### src/rtl/alu_issue_stage.sv
`default_nettype none
// ============================================================================
// alu_issue_stage : EX issue register ahead of a combinational ALU, with
//                   EX->EX forwarding. Optional one-hot opcode check is
//                   enabled by defining ALU_ISSUE_OPCHK_EN.
// Revision        : 1.0
// ============================================================================
module alu_issue_stage #(
   parameter int XLEN = 64,
   parameter int OPW  = 12,
   parameter int RAW  = 5
) (
   input  logic            clk,
   input  logic            reset,
   input  logic            ds_valid,
   output logic            es_allowin,
   input  logic [OPW-1:0]  ds_alu_op,
   input  logic [XLEN-1:0] ds_rs1_val,
   input  logic [XLEN-1:0] ds_rs2_val,
   input  logic [RAW-1:0]  ds_rs1_addr,
   input  logic [RAW-1:0]  ds_rs2_addr,
   input  logic [XLEN-1:0] ds_imm,
   input  logic [XLEN-1:0] ds_pc,
   input  logic            ds_src1_is_pc,
   input  logic            ds_src2_is_imm,
   input  logic [RAW-1:0]  ds_rd,
   output logic [OPW-1:0]  alu_op,
   output logic [XLEN-1:0] alu_src1,
   output logic [XLEN-1:0] alu_src2,
   input  logic [XLEN-1:0] alu_result,
   input  logic            ms_allowin,
   output logic            es_to_ms_valid,
   output logic [XLEN-1:0] es_result,
   output logic [RAW-1:0]  es_rd,
   output logic            es_op_err
);

   logic            r_es_valid;
   logic [OPW-1:0]  r_alu_op;
   logic [XLEN-1:0] r_alu_src1;
   logic [XLEN-1:0] r_alu_src2;
   logic [RAW-1:0]  r_es_rd;

   logic            w_es_allowin;
   logic            w_accept;
   logic            w_fwd1_hit;
   logic            w_fwd2_hit;
   logic [XLEN-1:0] w_fwd1;
   logic [XLEN-1:0] w_fwd2;
   logic [XLEN-1:0] w_src1;
   logic [XLEN-1:0] w_src2;
   logic [OPW-1:0]  w_op_lat;

   assign w_es_allowin = !r_es_valid || ms_allowin;
   assign w_accept     = ds_valid && w_es_allowin;

   // Accepting while EX is valid implies the older instruction leaves on this
   // same edge, so its ALU result can be taken directly as the operand.
   assign w_fwd1_hit = r_es_valid && (r_es_rd != '0) && (r_es_rd == ds_rs1_addr);
   assign w_fwd2_hit = r_es_valid && (r_es_rd != '0) && (r_es_rd == ds_rs2_addr);
   assign w_fwd1     = w_fwd1_hit ? alu_result : ds_rs1_val;
   assign w_fwd2     = w_fwd2_hit ? alu_result : ds_rs2_val;
   assign w_src1     = ds_src1_is_pc  ? ds_pc  : w_fwd1;
   assign w_src2     = ds_src2_is_imm ? ds_imm : w_fwd2;

`ifdef ALU_ISSUE_OPCHK_EN
   logic w_op_ok;
   logic r_es_op_err;

   assign w_op_ok  = (ds_alu_op != '0) && ((ds_alu_op & (ds_alu_op - OPW'(1))) == '0);
   assign w_op_lat = w_op_ok ? ds_alu_op : '0;

   always_ff @(posedge clk or posedge reset) begin
      if (reset) begin
         r_es_op_err <= 1'b0;
      end else if (w_accept) begin
         r_es_op_err <= !w_op_ok;
      end
   end

   assign es_op_err = r_es_op_err;
`else
   assign w_op_lat  = ds_alu_op;
   assign es_op_err = 1'b0;
`endif

   always_ff @(posedge clk or posedge reset) begin
      if (reset) begin
         r_es_valid <= 1'b0;
         r_alu_op   <= '0;
         r_alu_src1 <= '0;
         r_alu_src2 <= '0;
         r_es_rd    <= '0;
      end else if (w_es_allowin) begin
         r_es_valid <= ds_valid;
         if (ds_valid) begin
            r_alu_op   <= w_op_lat;
            r_alu_src1 <= w_src1;
            r_alu_src2 <= w_src2;
            r_es_rd    <= ds_rd;
         end
      end
   end

   assign es_allowin     = w_es_allowin;
   assign es_to_ms_valid = r_es_valid;
   assign alu_op         = r_alu_op;
   assign alu_src1       = r_alu_src1;
   assign alu_src2       = r_alu_src2;
   assign es_result      = alu_result;
   assign es_rd          = r_es_rd;

endmodule
`default_nettype wire

### config.mk
export PLATFORM = sky130hd
export DESIGN_NAME = alu_issue_stage
export DESIGN_NICKNAME = d
export VERILOG_FILES = /design/src/rtl/alu_issue_stage.sv
export SDC_FILE = /design/constraint.sdc
export NUM_CORES = 1
export LEC_CHECK = 0
export CAP_MARGIN = 20
export CORE_AREA = 8 8 215 217
export CTS_CLUSTER_SIZE = 8
export DETAILED_ROUTE_END_ITERATION = 10
export DIE_AREA = 0 0 223 225
export GPL_TIMING_DRIVEN = 0
export SYNTH_ARGS = -nofsm -noshare
export SYNTH_HDL_FRONTEND = slang
export SYNTH_SLANG_ARGS = --single-unit
### constraint.sdc
create_clock -name clk -period 9.75 [get_ports clk]
set_input_delay 1.4625 -clock clk [delete_from_list [all_inputs] [get_ports clk]]
set_output_delay 1.4625 -clock clk [all_outputs]
set_load 0.02 [all_outputs]
Yosys cells after proc, flatten, opt, wreduce, memory -nomap -nowiden
Index checks and enable logic that the tools add are counted.
Widths: inputs -> output; s select.
{"block": "word_totals", "ff_bits": 146, "input_bits": 353, "output_inout_bits": 212, "wordCells": 18}
{"block": "classes", "eq_ne": 2, "mux": 4, "n_reduce_logical": 7}
{"operator": "$mux 64", "n": 4}
{"operator": "$eq 5x5->1", "n": 2}
{"operator": "$reduce_bool 5->1", "n": 1}
{"operator": "$logic_and 1x1->1", "n": 3}
{"operator": "$reduce_and 2->1", "n": 1}
{"operator": "$logic_not 1->1", "n": 1}
{"operator": "$logic_or 1x1->1", "n": 1}

Depth between registers and ports, before layout
Gate-level depths: netlist of the first run.
{"block": "logic_depth", "depth_word": 5, "mapped_depth": 7, "depth_no_buf": 5}

Worst setup path after synthesis of the first run
Ideal clock, no wire load.
{"block": "synth_path", "kind": "input to output", "startpoint": "in ms_allowin", "endpoint": "out es_allowin", "arrival_ps": 2025, "required_ps": 8287, "setup_slack_ps": 6263, "path_stages": 3, "path_buffers": 1, "cell_sequence": "nor2b_1 > clkinv_1 > clkbuf_1"}
{"block": "synth_between", "elab_chain_cells": 1}
{"element": "start, declared", "line_no": "31", "rtl": "input logic ms_allowin,"}
{"element": "$logic_or 1x1->1", "line_no": "54", "rtl": "assign w_es_allowin = !r_es_valid || ms_allowin;"}
{"element": "end, declared", "line_no": "16", "rtl": "output logic es_allowin,"}
No other way between the ends.

Worst setup path in the final report of the first run
Same ends and word-level chain as after synthesis.

==> flow_summary.yaml, run 1 <==
die:
  initial_core_util: 0.257
  dieWidth_um: 223
  pin_count: 565
  die_h_um: 225
  die_area_mm2: 0.0502
  core_mm2: 0.0427
  fp-row-count: 76
detailed_routing:
  routed_wl_um: 58200
  drt-initial-drc-count: 1018
  routedWlPerCell_um: 23.0
  drtAntennaViolNets: 0
  vias_per_cell: 5.05
  firstDrtPassIters: 5
  drcViolationCount: 0
  num_vias: 12800
setup_path:
  arrival_ns: 3.31
  required_ns: 8.29
  critPathMaxFanout: 10
  max_stage_delay_ns: 0.62
  end_kind: "output pin"
  crit_chain: "clkdlybuf4s50_1, nor2b_1, clkinv_1, clkbuf_1, clkdlybuf4s50_1"
  startpoint_type: "input port"
  path_common_cell: "clkdlybuf4s50_1"
  slowest_stage: "clkdlybuf4s50_1"
  critical_path_class: "in -> out"
timing:
  tightest_slew_ns: 1.10
  hold_violations: 0
  finalSetupViolations: 0
  fin_ws_ns: 4.98
  fin_skew_ns: 0.00709
  rsz0062_at_grt: "no"
  post-route-period-util: 0.489
  slew_headroom: 0.269
  max_freq_mhz: 210
  fin_setup_tns_ns: 0
  period_minus_slack_ns: 4.77
  finalMaxSlewViolations: 0
power:
  power.density_mw_per_mm2: 145
  peakVddDrop_mv: 0.123
  finalPower_mw: 2.60
  p_leak_nw: 7.06
yosys:
  yosys.area.top_type_share: 0.332
  synth_area_leaders: "dfrtp_1 (33%), o21ai_0 (17%), mux2_2 (9.6%)"
  ys_seq_area_frac: 0.332
  yosysUniqueCellTypes: 26
  synth_largest_area_cell: "dfrtp_1"
  ys_seq_elements: 146
  netlist_instances: 1386
  syn_nets: 1739
  avgSynthCellArea_um2: 7.93
  syn-cell-area_mm2: 0.0110
  yosys_warnings: 0
grt:
  antenna_found_initial: 4
  grt_pass1_wl_um: 85200
  grt_pass1_vias: 13100
  overflow: 0
  grt_max_degree: 75
  gr-usage-all-layers: 0.224
placement:
  place_hpwl_um: 46300
  pre_cts_ws_ns: 5.03
  port_buffers: 561
  place_congestion: 0.875
clocking:
  cts-buffers-inserted: 17
  clock_sinks: 146
  htreeDepth: 4
  clockBufferDepth: 2
  postCtsSetupBuffers: 0
  path_clk_slew_ns: 0.07
  cts_root_buf: "clkbuf_16"
  cts_tree: "done"
  holdBufCountCts: 0
  cts_resized: 0
  clk_latency_ns: 0.49
run:
  maxCapViolCount: 0
finish:
  final.fill_count: 4360
  drive_above_1_share: 0.133
  nets: 2322
  syn_to_final_growth_pct: 63.1
outcome:
  status: "completed"
min_path:
  hp-class: "reg -> reg"
[worst max-delay path, delay by kind of cell]
| kind | cells | cell delay, ns |
|---|---|---|
| buffers and inverters | 4 | 1.63 |
| and+or+nand+nor | 1 | 0.21 |
[logic make-up after synthesis]
kind of cell    after synthesis  synth area share
compound gates              384             0.175
xor+xnor                     10           0.00797
buf+inv                     179            0.0917
flops                       146             0.332
mux                         145             0.166
other cells                   1          0.000341
simple gates                521             0.227
[per-stage QoR]
step	area, µm²	cells	util	hold WS, ns
2_1_floorplan	11000	1386	-	0.635
3_3_place_gp	17300	2493	0.405	0.487
3_5_place_dp	17300	2496	0.406	0.494
4_1_cts	17900	2528	0.420	0.510
5_1_grt	17900	2530	0.420	0.521
6_report	17900	2530	0.420	0.506
[layout make-up]
class / instances / area [µm²] / share of cell area
Tap cell: 546 / 683 / 0.0381
Multi-Input combinational cell: 1061 / 6330 / 0.353
Antenna cell: 2 / 5.00 / 0.000279
Timing Repair Buffer: 564 / 5670 / 0.316
Buffer: 176 / 996 / 0.0556
Clock buffer: 17 / 425 / 0.0237
Sequential cell: 146 / 3650 / 0.204
Inverter: 3 / 18.8 / 0.00105
Clock inverter: 15 / 148 / 0.00824
[layer usage]
metal	track usage	up-vias	wire [µm]
met5	0	-	15
met2	0.388	543	29100
met1	0.273	6281	23900
li1	-	5882	-
met4	0.0735	2	1210
met3	0.0518	61	3980
[where the power goes]
group	total [mW]	switching [mW]	leakage [nW]	internal [mW]
logic	1.13	0.559	5.03	0.566
clock network	0.688	0.331	0.274	0.357
registers	0.783	0.0653	1.76	0.718
[cells in the final DEF (no fill, tap or decap), types with 2 or more instances in the layout]
cell	netlist	layout
xnor2_1	6	6
clkinv_4	0	3
clkbuf_16	0	17
inv_8	0	2
buf_6	12	14
nand2b_1	128	128
buf_4	65	65
mux2_2	94	94
xor2_1	4	4
nor4_4	2	2
clkinvlp_4	0	3
o21ai_1	5	5
o21ai_0	379	379
nand2_1	2	2
clkdlybuf4s50_1	0	561
mux2_4	50	50
dfrtp_1	146	146
nand4_1	2	2
buf_1	5	5
nor2_1	256	256
clkbuf_1	93	93
nand3_1	128	128
diode_2	0	2
inv_6	0	6
[sequential cells by signal, summed over array words and instances, names as in the netlist]
register / flops
es_to_ms_valid: 1
alu_src1: 64
alu_op: 12
es_rd: 5
alu_src2: 64
[Yosys cell counts]
master and instances:
o21ai_0 379, nor2_1 256, dfrtp_1 146, nand2b_1 128, nand3_1 128, mux2_2 94, clkbuf_1 93, buf_4 65
mux2_4 50, buf_6 12, xnor2_1 6, buf_1 5, o21ai_1 5, xor2_1 4, nand2_1 2, nand4_1 2
nor4_4 2, buf_2 1, clkinv_1 1, conb_1 1, inv_1 1, inv_2 1, mux2_1 1, nor2_4 1
nor2b_1 1, or4_4 1
[path summary, 6_finish.rpt]
kind	start	endpoint	slack, ns	cells past startpoint
setup / recovery	ms_allowin	es_allowin	4.98	5
hold reg to reg	alu_op[9]	alu_op[9]	0.51	1
max in group asynchronous	reset	alu_src2[9]	7.46	3
setup reg to reg	es_to_ms_valid	alu_src2[8]	6.94	7
hold / removal	alu_op[9]	alu_op[9]	0.51	1
min in group asynchronous	reset	alu_src1[37]	1.42	2
No activity file was read; power rests on OpenSTA's default activity.
==> run 2, diff against run 1 <==
==> constraint.sdc (replaced) <==
create_clock -name clk -period 4.45 [get_ports clk]
set_input_delay 0.6675 -clock clk [delete_from_list [all_inputs] [get_ports clk]]
set_output_delay 0.6675 -clock clk [all_outputs]
set_load 0.02 [all_outputs]
==> run 2 against run 1 <==
Clock-buffer cell count is 3 higher. Sequential power increased by 120%. Final cell count up 0.36%. Clock skew up 0.0050 ns. Clock power increased by 120%. Register-to-register slack worse by 5.2 ns. Non-clock buffer count increased by 4. Worst setup slack got worse by 3.7 ns. Critical path depth stayed put. Total power rose by 120%. Sequential cell count is the same. Critical path type unchanged. Largest power group unchanged. Highest routed layer is now met4.
==> flow_summary.yaml, run 2 (synthesis gave the netlist of run 1 again) <==
timing:
  slew_headroom: 0.304
  fin_setup_tns_ns: 0
  max_freq_mhz: 311
  finalSetupViolations: 0
  post-route-period-util: 0.723
  tightest_slew_ns: 1.04
  hold_violations: 0
  fin_skew_ns: 0.0121
  finalMaxSlewViolations: 0
  period_minus_slack_ns: 3.22
  rsz0062_at_grt: "no"
die:
  die_area_mm2: 0.0502
  core_mm2: 0.0427
  pin_count: 565
  die_h_um: 225
  fp-row-count: 76
  dieWidth_um: 223
  initial_core_util: 0.257
detailed_routing:
  num_vias: 12700
  routedWlPerCell_um: 23.0
  drtAntennaViolNets: 0
  drt-initial-drc-count: 874
  routed_wl_um: 58400
  firstDrtPassIters: 5
  drcViolationCount: 0
  vias_per_cell: 5.01
setup_path:
  cp-startpoint: "ms_allowin"
  path_common_cell: "clkdlybuf4s50_1"
  crit_buf_inv: 4
  crit_chain: "clkdlybuf4s50_1, nor2b_1, clkinv_1, clkbuf_1, clkdlybuf4s50_1"
  end_kind: "output pin"
  reg2reg_from: "es_to_ms_valid"
  required_ns: 3.78
  arrival_ns: 2.55
  slowest_stage: "clkdlybuf4s50_1"
  max_stage_delay_ns: 0.63
  critPathMaxFanout: 10
  critical_path_class: "in -> out"
  startpoint_type: "input port"
  cp_top_family: "buffers and inverters"
placement:
  port_buffers: 561
  place_congestion: 0.886
  place_hpwl_um: 46500
grt:
  gr-usage-all-layers: 0.225
  grt_pass1_vias: 13400
  grt_pass1_wl_um: 85900
  grt_max_degree: 37
  antenna_found_initial: 9
  overflow: 0
clocking:
  htreeDepth: 4
  postCtsSetupBuffers: 0
  cts-buffers-inserted: 17
  path_clk_slew_ns: 0.06
  clk_latency_ns: 0.47
  holdBufCountCts: 0
  cts_resized: 0
  cts_root_buf: "clkbuf_16"
  clock_sinks: 146
  clockBufferDepth: 2
  cts_tree: "done"
finish:
  syn_to_final_growth_pct: 64.0
  nets: 2326
  layout_common_cells: "clkdlybuf4s50_1 (561), o21ai_0 (379), nor2_1 (256)"
  fin_util: 0.422
  drive_above_1_share: 0.133
  final_common_cell: "clkdlybuf4s50_1"
  final.fill_count: 4300
min_path:
  worstHoldStart: "alu_op[0]"
  hp-class: "reg -> reg"
run:
  maxCapViolCount: 0
power:
  peakVddDrop_mv: 0.259
  p_leak_nw: 7.09
  power.density_mw_per_mm2: 317
  finalPower_mw: 5.71
outcome:
  status: "completed"
## run 2: changes by cell type in the layout (fill, tap and decap cells not counted), sizes merged
cell and delta:
buf +4, inv -8, clkbuf +3, bufinv +2
diode +7, clkinvlp +1
## run 2: metal layers
metal,up-vias,part of all wire,track usage
met4,0,0.020,0.0654
met1,6245,0.40,0.268
li1,5875,-,-
met5,-,0,0
met2,539,0.50,0.394
met3,71,0.073,0.0574
## run 2: layout make-up
type | instances | area [µm²] | share of cell area
multi-input combinational | 1061 | 6330 | 0.351
timing repair buffer | 568 | 5740 | 0.318
sequential | 146 | 3650 | 0.203
clock buffer | 20 | 447 | 0.0248
buffer | 176 | 996 | 0.0553
tap | 546 | 683 | 0.0379
clock inverter | 10 | 136 | 0.00757
antenna | 9 | 22.5 | 0.00125
inverter | 3 | 15.0 | 0.000833
## run 2: where the power goes
| part | internal [mW] | total [mW] | switching [mW] | leakage, nW |
|---|---|---|---|---|
| sequential | 1.57 | 1.72 | 0.145 | 1.76 |
| combinational | 1.25 | 2.46 | 1.22 | 5.06 |
| clock | 0.887 | 1.53 | 0.644 | 0.278 |
| total | 3.71 | 5.71 | 2.01 | 7.09 |
## run 2: path summary, 6_finish.rpt
path | end | slack [ns] | depth (start not counted)
min | alu_op[0] | 0.51 | 1
max reg2reg | alu_src1[56] | 1.74 | 7
max | es_allowin | 1.23 | 5
min in group asynchronous | alu_src2[38] | 0.66 | 2
max in group asynchronous | alu_src1[2] | 2.67 | 5
min reg2reg | alu_op[0] | 0.51 | 1
## run 2: per-stage QoR
| step | area, µm² | hold WS, ns | std cells | worst slack [ns] |
|---|---|---|---|---|
| floorplan | 11000 | 0.635 | 1386 | 1.95 |
| CTS | 18000 | 0.509 | 2529 | 1.24 |
| global placement | 17300 | 0.489 | 2493 | 0.162 |
| finish | 18000 | 0.507 | 2539 | 1.23 |
| detailed placement | 17400 | 0.494 | 2499 | 0.911 |
| global route | 18000 | 0.530 | 2538 | 1.13 |
==> run 3, diff against run 2 <==
==> constraint.sdc (replaced) <==
create_clock -name clk -period 3 [get_ports clk]
set_input_delay 0.45 -clock clk [delete_from_list [all_inputs] [get_ports clk]]
set_output_delay 0.45 -clock clk [all_outputs]
set_load 0.02 [all_outputs]
==> run 3 against run 2 <==
First-iteration DRC count grew 0.46%. Sequential cell count is the same. Final cell count is essentially flat. Design area hardly changed. Worst setup slack lost 1.1 ns. Total power rose by 48%. Die area unchanged. Sequential share of layout area barely moved. Critical path depth fell by 1. Critical path type is now reg -> out.
==> flow_summary.yaml, run 3 (synthesis gave the netlist of run 1 again) <==
detailed_routing:
  routed_wl_um: 58300
  drt-initial-drc-count: 878
  drcViolationCount: 0
  firstDrtPassIters: 6
  drtAntennaViolNets: 0
  vias_per_cell: 5.01
  routedWlPerCell_um: 23.0
  num_vias: 12700
clocking:
  cts_tree: "done"
  htreeDepth: 4
  cts-buffers-inserted: 17
  holdBufCountCts: 0
  cts_root_buf: "clkbuf_16"
  cts_resized: 0
  postCtsSetupBuffers: 0
  path_clk_slew_ns: 0.06
  clk_latency_ns: 0.46
  clockBufferDepth: 2
  clock_sinks: 146
setup_path:
  reg2reg_from: "es_to_ms_valid"
  reg2regPathDepth: 7
  r2r_slack_ns: 0.26
  end_kind: "output pin"
  critPathMaxFanout: 10
  arrival_ns: 2.41
  critical_path_class: "reg -> out"
  required_ns: 2.55
  startpoint_type: "flip-flop"
  r2r-end: "alu_src1[62]"
timing:
  post-route-period-util: 0.953
  hold_violations: 0
  finalMaxSlewViolations: 0
  fin_skew_ns: 0.0128
  tightest_slew_ns: 1.02
  max_freq_mhz: 350
  rsz0062_at_grt: "no"
  period_minus_slack_ns: 2.86
  slew_headroom: 0.318
  finalSetupViolations: 0
  hold_slack_ns: 0.444
die:
  fp-row-count: 76
  die_area_mm2: 0.0502
  pin_count: 565
  initial_core_util: 0.257
  dieWidth_um: 223
  core_mm2: 0.0427
  die_h_um: 225
finish:
  fin_util: 0.422
  nets: 2325
  syn_to_final_growth_pct: 63.9
  layout_common_cells: "clkdlybuf4s50_1 (561), o21ai_0 (379), nor2_1 (256)"
  design_area_mm2: 0.0180
  final_common_cell: "clkdlybuf4s50_1"
  ff_latch_area_mm2: 0.00365
  drive_above_1_share: 0.133
  final.fill_count: 4299
  final_cells: 2537
  multiInputGateArea_mm2: 0.00633
placement:
  place_congestion: 0.886
  dp_cells: 2499
  port_buffers: 561
  place_hpwl_um: 46500
  placed_area_mm2: 0.0174
grt:
  gr-usage-all-layers: 0.225
  overflow: 0
  grt_pass1_vias: 13400
  grt_max_degree: 37
  antenna_found_initial: 9
  grt_pass1_wl_um: 85900
min_path:
  hp-class: "in -> async"
power:
  finalPower_mw: 8.48
  peakVddDrop_mv: 0.382
  power.density_mw_per_mm2: 471
  p_leak_nw: 7.09
outcome:
  status: "completed"
run:
  maxCapViolCount: 0
run 3: cell types whose count changed in the layout (fill, tap and decap cells not counted), sizes merged:
cell	before	now
diode	9	8
clkbuf	113	112
run 3: critical path, cell delays in order (launching register included):
cell and delay, ns:
dfrtp_1 0.42, nor2b_1 0.17, clkinv_1 0.18, clkbuf_1 0.46, clkdlybuf4s50_1 0.72
run 3: stage by stage:
| stage | TNS [ns] | setup slack (ns) |
|---|---|---|
| finish | 0 | 0.141 |
| global route | 0 | 0.0227 |
| CTS | 0 | 0.118 |
| detailed placement | -15.93 | -0.322 |
| global placement | -168.84 | -1.07 |
| floorplan | 0 | 0.717 |
run 3: worst max path at each step:
stage,endpoint,startpoint,cells after the start,slack (ns)
2_1_floorplan,alu_op[0],reset,1,0.72
3_3_place_gp,alu_src1[2],reset,2,-1.07
3_5_place_dp,alu_src2[50],ds_valid,8,-0.32
4_1_cts,es_allowin,es_to_ms_valid,4,0.12
5_1_grt,alu_src1[60],es_to_ms_valid,7,0.02
6_report,es_allowin,es_to_ms_valid,4,0.14
run 3: area by class of cell:
type / count / share of cell area
clock buffer: 20 / 0.0248
tap: 546 / 0.0379
sequential: 146 / 0.203
buffer: 175 / 0.0551
inverter: 3 / 0.000834
antenna: 8 / 0.00111
timing repair buffer: 568 / 0.319
clock inverter: 10 / 0.00757
multi-input combinational: 1061 / 0.351
run 3: metal layers:
layer  up-vias  track usage  part of all wire
li1       5871            -                 -
met1      6213        0.268              0.40
met2       563        0.394              0.50
met3        72       0.0574             0.077
met4         0       0.0654             0.020
met5         -            0                 0
run 3: report_power, final:
group | internal (mW) | leakage (nW) | switching, mW
Clock | 1.32 | 0.278 | 0.955
Sequential | 2.33 | 1.76 | 0.217
Combinational | 1.85 | 5.06 | 1.81
